## config.mk

```make
export PLATFORM = sky130hd
export DESIGN_NAME = bin2bcd_fmt
export DESIGN_NICKNAME = d
export VERILOG_FILES = /design/src/rtl/seg7_pkg.sv /design/src/rtl/dabble_step.sv /design/src/rtl/bin2bcd_fmt.sv
export SDC_FILE = /design/constraint.sdc
export NUM_CORES = 1
export LEC_CHECK = 0
export BUFFER_PORTS_ARGS = -buffer_cell sky130_fd_sc_hd__buf_4
export CAP_MARGIN = 0
export CORE_ASPECT_RATIO = 0.9
export CORE_MARGIN = 2
export CORE_UTILIZATION = 55
export DETAILED_ROUTE_END_ITERATION = 10
export PLACE_DENSITY = 0.87
export SYNTH_ARGS = -nofsm -noshare
export SYNTH_HDL_FRONTEND = slang
export SYNTH_SLANG_ARGS = --single-unit
```

## constraint.sdc

```tcl
create_clock -name clk -period 1.9 [get_ports clk]
set_clock_uncertainty 0.1 [all_clocks]
set_input_delay 0.19 -clock clk [delete_from_list [all_inputs] [get_ports clk]]
set_output_delay 0.19 -clock clk [all_outputs]
set_load 0.01 [all_outputs]
```

## src/rtl/seg7_pkg.sv

```systemverilog
// Shared definitions for the binary-to-BCD formatter and the 7-segment controller:
// special digit codes, converter state encoding and the leading-zero blanking rule.
package seg7_pkg;

    localparam logic [3:0] DIG_BLANK = 4'hB;
    localparam logic [3:0] DIG_DASH  = 4'hA;

    typedef enum logic [1:0] {
        IDLE  = 2'd0,
        SHIFT = 2'd1,
        FMT   = 2'd2
    } state_t;

    // Blank digits 3..1 while they are zero with no decimal point; the first
    // nonzero digit or the first digit carrying a dp stops the scan.
    function automatic logic [15:0] blank_leading(input logic [15:0] digits,
                                                  input logic [3:0]  dp);
        logic [15:0] res;
        logic        scan;
        res  = digits;
        scan = 1'b1;
        for (int i = 3; i >= 1; i--) begin
            if (scan && (digits[i*4 +: 4] == 4'h0) && !dp[i]) begin
                res[i*4 +: 4] = DIG_BLANK;
            end else begin
                scan = 1'b0;
            end
        end
        return res;
    endfunction

endpackage

```

## src/rtl/dabble_step.sv

```systemverilog
// One combinational double-dabble iteration: add 3 to every BCD nibble >= 5,
// then shift the whole {bcd, binary} scratch left by one bit.
module dabble_step #(
    parameter int BIN_W = 14
) (
    input  logic [16+BIN_W-1:0] din,
    output logic [16+BIN_W-1:0] dout
);

    logic [15:0] adj;

    generate
        for (genvar gi = 0; gi < 4; gi++) begin : g_nib
            assign adj[gi*4 +: 4] = (din[BIN_W+gi*4 +: 4] >= 4'd5)
                                  ? din[BIN_W+gi*4 +: 4] + 4'd3
                                  : din[BIN_W+gi*4 +: 4];
        end
    endgenerate

    assign dout = {adj, din[BIN_W-1:0]} << 1;

endmodule

```

## src/rtl/bin2bcd_fmt.sv

```systemverilog
// Sequential binary-to-BCD converter (one dabble iteration per clock) with
// leading-zero blanking and overflow dashes, feeding the 4-digit display controller.
module bin2bcd_fmt
    import seg7_pkg::*;
#(
    parameter int BIN_W   = 14,
    parameter int MAX_VAL = 9999
) (
    input  logic             clk,
    input  logic             rst_n,
    input  logic             start,
    input  logic [BIN_W-1:0] bin,
    input  logic [3:0]       dp_in,
    input  logic             blank_lz,
    output logic             busy,
    output logic             done,
    output logic             valid,
    output logic             ovf,
    output logic [15:0]      bcd,
    output logic [3:0]       bcd_dp
);

    localparam int               SW       = 16 + BIN_W;
    localparam int               CW       = $clog2(BIN_W + 1);
    localparam logic [BIN_W-1:0] MAX_B    = BIN_W'(MAX_VAL);
    localparam logic [CW-1:0]    LAST_CNT = CW'(BIN_W - 1);

    state_t          state_q, state_d;
    logic [SW-1:0]   scratch_q, scratch_d;
    logic [CW-1:0]   cnt_q, cnt_d;
    logic [3:0]      dp_q, dp_d;
    logic            blank_q, blank_d;
    logic            ovfp_q, ovfp_d;
    logic            done_q, done_d;
    logic            valid_q, valid_d;
    logic            ovf_q, ovf_d;
    logic [15:0]     bcd_q, bcd_d;
    logic [3:0]      bcd_dp_q, bcd_dp_d;
    logic [SW-1:0]   step_out;
    logic [15:0]     digits;

    dabble_step #(.BIN_W(BIN_W)) u_step (
        .din  (scratch_q),
        .dout (step_out)
    );

    assign digits = scratch_q[SW-1:BIN_W];

    always_comb begin
        state_d   = state_q;
        scratch_d = scratch_q;
        cnt_d     = cnt_q;
        dp_d      = dp_q;
        blank_d   = blank_q;
        ovfp_d    = ovfp_q;
        done_d    = 1'b0;
        valid_d   = valid_q;
        ovf_d     = ovf_q;
        bcd_d     = bcd_q;
        bcd_dp_d  = bcd_dp_q;
        case (state_q)
            IDLE: begin
                if (start) begin
                    dp_d    = dp_in;
                    blank_d = blank_lz;
                    if (bin > MAX_B) begin
                        ovfp_d  = 1'b1;
                        state_d = FMT;
                    end else begin
                        ovfp_d    = 1'b0;
                        scratch_d = {16'h0, bin};
                        cnt_d     = '0;
                        state_d   = SHIFT;
                    end
                end
            end
            SHIFT: begin
                scratch_d = step_out;
                cnt_d     = cnt_q + 1'b1;
                if (cnt_q == LAST_CNT) begin
                    state_d = FMT;
                end
            end
            FMT: begin
                done_d  = 1'b1;
                valid_d = 1'b1;
                state_d = IDLE;
                if (ovfp_q) begin
                    bcd_d    = {4{DIG_DASH}};
                    bcd_dp_d = 4'b0000;
                    ovf_d    = 1'b1;
                end else begin
                    ovf_d    = 1'b0;
                    bcd_dp_d = dp_q;
                    bcd_d    = blank_q ? blank_leading(digits, dp_q) : digits;
                end
            end
            default: state_d = IDLE;
        endcase
    end

    always_ff @(posedge clk or negedge rst_n) begin
        if (!rst_n) begin
            state_q   <= IDLE;
            scratch_q <= '0;
            cnt_q     <= '0;
            dp_q      <= 4'b0000;
            blank_q   <= 1'b0;
            ovfp_q    <= 1'b0;
            done_q    <= 1'b0;
            valid_q   <= 1'b0;
            ovf_q     <= 1'b0;
            bcd_q     <= {4{DIG_BLANK}};
            bcd_dp_q  <= 4'b0000;
        end else begin
            state_q   <= state_d;
            scratch_q <= scratch_d;
            cnt_q     <= cnt_d;
            dp_q      <= dp_d;
            blank_q   <= blank_d;
            ovfp_q    <= ovfp_d;
            done_q    <= done_d;
            valid_q   <= valid_d;
            ovf_q     <= ovf_d;
            bcd_q     <= bcd_d;
            bcd_dp_q  <= bcd_dp_d;
        end
    end

    assign busy   = (state_q != IDLE);
    assign done   = done_q;
    assign valid  = valid_q;
    assign ovf    = ovf_q;
    assign bcd    = bcd_q;
    assign bcd_dp = bcd_dp_q;

endmodule

```

==> After elaboration in Yosys (flattened, before gate mapping) <==
Index checks and enable logic that the tools add are counted.
{ "word_totals": {"output_inout_bits": 24, "reg_bits": 65, "input_bits": 22, "elab_cells": 73} }
{ "classes": {"n_lt_le_gt_ge": 5, "addsub": 5, "n_mux": 29, "n_eq_ne": 6, "n_reduce_logical": 17} }
{ "ops": {"columns": ["operator", "count"], "rows": [
  ["$mux 30", 2],
  ["$pmux 30 s2", 1],
  ["$mux 4", 9],
  ["$mux 16", 2],
  ["$ge 4x3->1 const B", 4],
  ["$gt 14x14->1 const B", 1],
  ["$add 4x2->4 const B", 3],
  ["$logic_not 4->1", 3],
  ["$mux 1", 9],
  ["$pmux 4 s2", 1],
  ["$mux 2", 3],
  ["$ne 2x2->1 const B", 3],
  ["$logic_and 1x1->1", 5],
  ["$add 4x1->4 const B", 1],
  ["$eq 4x4->1 const B", 1],
  ["$pmux 2 s2", 1],
  ["$reduce_and 2->1", 2],
  ["$reduce_bool 2->1", 2],
  ["$add 3x2->3 const B", 1],
  ["$logic_not 1->1", 3],
  ["$mux 3", 1],
  ["$reduce_and 3->1", 1],
  ["$eq 2x1->1 const B", 1],
  ["$eq 2x2->1 const B", 1],
  ["$logic_not 2->1", 1]
]} }

==> Longest topological paths before layout <==
{ "logic_depth": {"depth_word": 15, "depth_mapped": 6} }

==> Cells and area by module <==
From an unflattened synthesis, not the netlist that was laid out.
{ "hier_totals": {"hier_cells": 342, "area_unflattened_um2": 3318.2} }
{ "modules_own_cells": {"columns": ["mod", "n_inst", "area_each_um2", "cells_each"], "rows": [
  ["bin2bcd_fmt", 1, 2816.5, 266],
  ["dabble_step", 1, 501.7, 76]
]} }

==> Worst setup path before layout <==
Ideal clock, no wire load.
{ "synth_path": {"path_kind": "reg2reg", "from": "register state_q[1]", "to": "register scratch_q[6]", "stages_incl_launch_ff": 6, "setup_time_ns": 0.119, "slack_ns": 0.248, "required_time_ns": 1.681, "t_arrival_ns": 1.433, "path_cell_list": "dfrtp_1 -> nor2b_1 -> buf_2 -> buf_1 -> mux2i_1 -> o21ai_2"} }
{ "synth_between": {"elab_chain_len": 3} }
{ "synth_rtl": {"columns": ["element", "line", "source"], "rows": [
  ["start, declared", "bin2bcd_fmt.sv:28", "state_t state_q, state_d;"],
  ["start signal, assigned", "bin2bcd_fmt.sv:116", "state_q <= state_d;"],
  ["$eq 2x1->1 or $logic_not 2->1 (tied branches)", "bin2bcd_fmt.sv:61", "case (state_q)"],
  ["$reduce_bool 2->1 (no line) or $ne 2x2->1 (tied branches)", null, null],
  ["$reduce_and 3->1 (no line)", null, null],
  ["end signal, assigned", "bin2bcd_fmt.sv:117", "scratch_q <= scratch_d;"],
  ["end, declared", "bin2bcd_fmt.sv:29", "logic [SW-1:0] scratch_q, scratch_d;"]
]} }
Parallel ways exist; a longest one is shown, timed or not.
A chain may end at the register's enable or synchronous reset.

==> Worst setup path in the final report <==
{ "layout_path": {"from": "register state_q[1]", "to": "register scratch_q[0]"} }
Same word-level chain as after synthesis.

==> results.txt <==
Worst VDD drop = 1.07 mV
RR Startpoint = state_q[1]$_DFFE_PN0P_
# diodes = 0
# DRC = 0
Fin. Hold Viols = 0
Fmax achieved = 569 MHz
Final min period = 1.76 ns
Core Region = 5630 um2
Post-route cell area = 3950 um2
Worst hold-check path type = input pin to register
Area of the die = 6410 um2
Tot GR Track Use = 23.2%
Initial antenna violation count = 0
Netlist cell types = 41
Seq/Total Area, Yosys = 51.6%
Dpl cells = 412
Via/cell ratio = 5.61
Detailed Place HPWL = 4.64 mm
Status = finished clean
Leak pwr = 1.88 nW
Placed cell area = 3630 um2
Uppermost layer routed = met4
Total power = 6.79 mW
Clock Latency Late Sink = 0.34 ns
Worst Path Max Fanout = 8
Fin. max-slew vios = 0
Root Buffer = clkbuf_8
Sw frac = 36.5%
Nets@finish = 395
EDFF count, synth = 0
Syn. warnings = 0
First-pass GRT wire length = 11.8 mm
Starting DRT DRC Count = 130
Total CTS buffers = 9
Final ANT Viol Nets = 0
Drt first pass iters = 5
CP Class = register to register
Layout cells sized above 1 = 29.0%
DR vias = 2441
Max cap viols = 0
Fraction of registers with async set/reset = 100%
Die X = 84.2 um
Fin cells = 435
# port buffers = 45
Vias in the first global route = 2506
# setup viols final = 0
Pin count of the biggest net entering global routing = 34
Post-Syn Nets = 336
CTS sink cnt = 65
Overflow after GRT = 0
Crit path capture type = register
Critical path launch point type = register
Period utilisation layout = 92.4%
Switching pwr = 2.48 mW
Int Pwr = 4.31 mW
Wire length on met2 = 3.22 mm
Max H-tree Level = 3
CP startpoint = state_q[1]$_DFFE_PN0P_
Fill count = 410
Clock share of power = 21.0%
Logic gate share of total power = 41.0%
Met3 wire len = 414 um
Metal-1 WL = 3.04 mm
Max-slew headroom = 64.3%
Reg clk slew, reported paths = 0.07 ns
Seq pwr share = 37.9%
Ys flop type = dfrtp_1
Final Wtd Congestion = 0.802
Clock buffer depth = 2
Syn avg cell area = 10.6 um2
Initial core utilization = 56.5%
IO Pins = 46
Critical path arrival = 1.94 ns
Required time of the critical path = 2.08 ns
Synth Instances = 301
Setup Fix Bufs, Post-CTS = 0
Hold_sp = bin[10]
Pwr dens = 1720 nW/um2
Post-Route Setup TNS = 0 ns
Area growth syn-to-layout = 24.0%
Worst Max-Slew Pin Slew = 0.536 ns
Chip height = 76.2 um
RSZ-0062 raised after global routing = no
Rows = 26
Mapped Area = 3180 um2
Drt wl/cell = 15.5 um
TritonCTS clock tree = done
#FFs+latches synth = 65
Final wirelength = 6.76 mm
R2R Setup Slk = 0.14 ns
==> layout make-up <==
type	count	area [um2]	share of cell area [%]
clock buffer	11	141	3.58
clock inverter	5	103	2.60
inverter	13	48.8	1.24
multi-input combinational	208	1420	36.0
sequential	65	1640	41.6
tap	70	87.6	2.22
timing repair buffer	63	503	12.7
==> repair_timing <==
item                                    4_1_cts  5_1_grt
hold endpoints to repair                     27        0
hold buffers                                  7        0
resized for setup                             0        1
endpoints found under the setup margin        0        1
==> synthesized netlist by cell type, types with 3 or more instances <==
cell,number,area share [%]
ha_1,13,5.1
xor2_1,3,0.83
dfstp_2,12,9.9
mux2_2,6,2.1
nand3_1,25,3.9
inv_1,13,1.5
o31ai_1,3,0.71
a22o_1,5,1.4
dfrtp_1,53,42
o21ai_2,10,2.8
a31oi_1,5,0.98
nand3b_1,8,1.9
o21ai_0,15,2.4
nor2_1,13,1.5
xnor2_1,4,1.1
a21oi_1,8,1.3
nand2_1,36,4.2
mux2i_1,17,5.3
clkbuf_1,11,1.3
nor4b_1,4,1.1
nand2b_1,7,1.4
o22ai_1,7,1.4
==> cell families after synthesis <==
| logic type | count (synthesis) | share of synthesized area, % |
|---|---|---|
| AO/OA/AOI/OAI | 60 | 13.1 |
| adder cells (fa/ha/maj) | 13 | 5.11 |
| flip-flops | 65 | 51.6 |
| XOR/XNOR | 7 | 1.93 |
| multiplexers | 23 | 7.47 |
| AND/OR/NAND/NOR | 105 | 16.9 |
| buffers and inverters | 28 | 3.81 |
==> state kept, by name (all words and copies together) (netlist names) <==
signal and count:
bcd 16, ovf 1, valid 1, dp_q 4, bcd_dp 4, blank_q 1, state_q 2, done 1
scratch_q 30, ovfp_q 1, cnt_q 4
==> power groups by stage <==
stage | Clock, mW | Combinational (mW) | Sequential [mW]
finish | 1.43 | 2.79 | 2.58
global route | 1.53 | 3.10 | 2.67
CTS | 1.46 | 2.80 | 2.56
detailed placement | 0 | 2.76 | 2.58
global placement | 0 | 2.65 | 2.55
floorplan | 0 | 1.88 | 2.53
==> final timing paths <==
path	cells past startpoint	to
max	4	scratch_q[0]$_DFFE_PN0P_
min	3	scratch_q[10]$_DFFE_PN0P_
max reg2reg	4	scratch_q[0]$_DFFE_PN0P_
min reg2reg	2	bcd[1]$_DFFE_PN1P_
max in group asynchronous	3	bcd[15]$_DFFE_PN1P_
min in group asynchronous	2	bcd_dp[2]$_DFFE_PN0P_
==> critical path, stage by stage, from the launching register on <==
cell and delay [ns]:
dfrtp_1 0.42, or2_2 0.33, nor2_2 0.36, o211a_1 0.33, a22o_1 0.16
==> layer usage <==
metal,vias up,track usage [%]
met3,7,8.02
li1,1179,-
met1,1185,30.1
met5,-,0
met4,0,9.35
met2,70,35.7
==> placed cells by master (no fill, tap or decap), drive strengths merged, types with 8 or more instances in the layout <==
| master | netlist | routed |
|---|---|---|
| ha | 13 | 13 |
| nor2 | 14 | 14 |
| nand2 | 36 | 36 |
| nand3 | 25 | 25 |
| clkbuf | 11 | 11 |
| buf | 4 | 56 |
| o21ai | 26 | 26 |
| a21oi | 8 | 8 |
| nand3b | 8 | 8 |
| dfstp | 12 | 12 |
| mux2i | 17 | 17 |
| dfrtp | 53 | 53 |
| inv | 13 | 13 |
==> through the flow <==
| step | util, % | hold WS, ns | setup WS, ns |
|---|---|---|---|
| after global placement | 64.5 | 0.0578 | 0.209 |
| after floorplan | - | -0.206 | 0.248 |
| after detailed placement | 64.5 | 0.0614 | 0.144 |
| final | 70.1 | 0.0467 | 0.144 |
| after CTS | 70.1 | 0.0335 | 0.134 |
| after global routing | 70.1 | 0.0486 | 0.00840 |
Note: power is estimated with default switching activity, not from simulation.
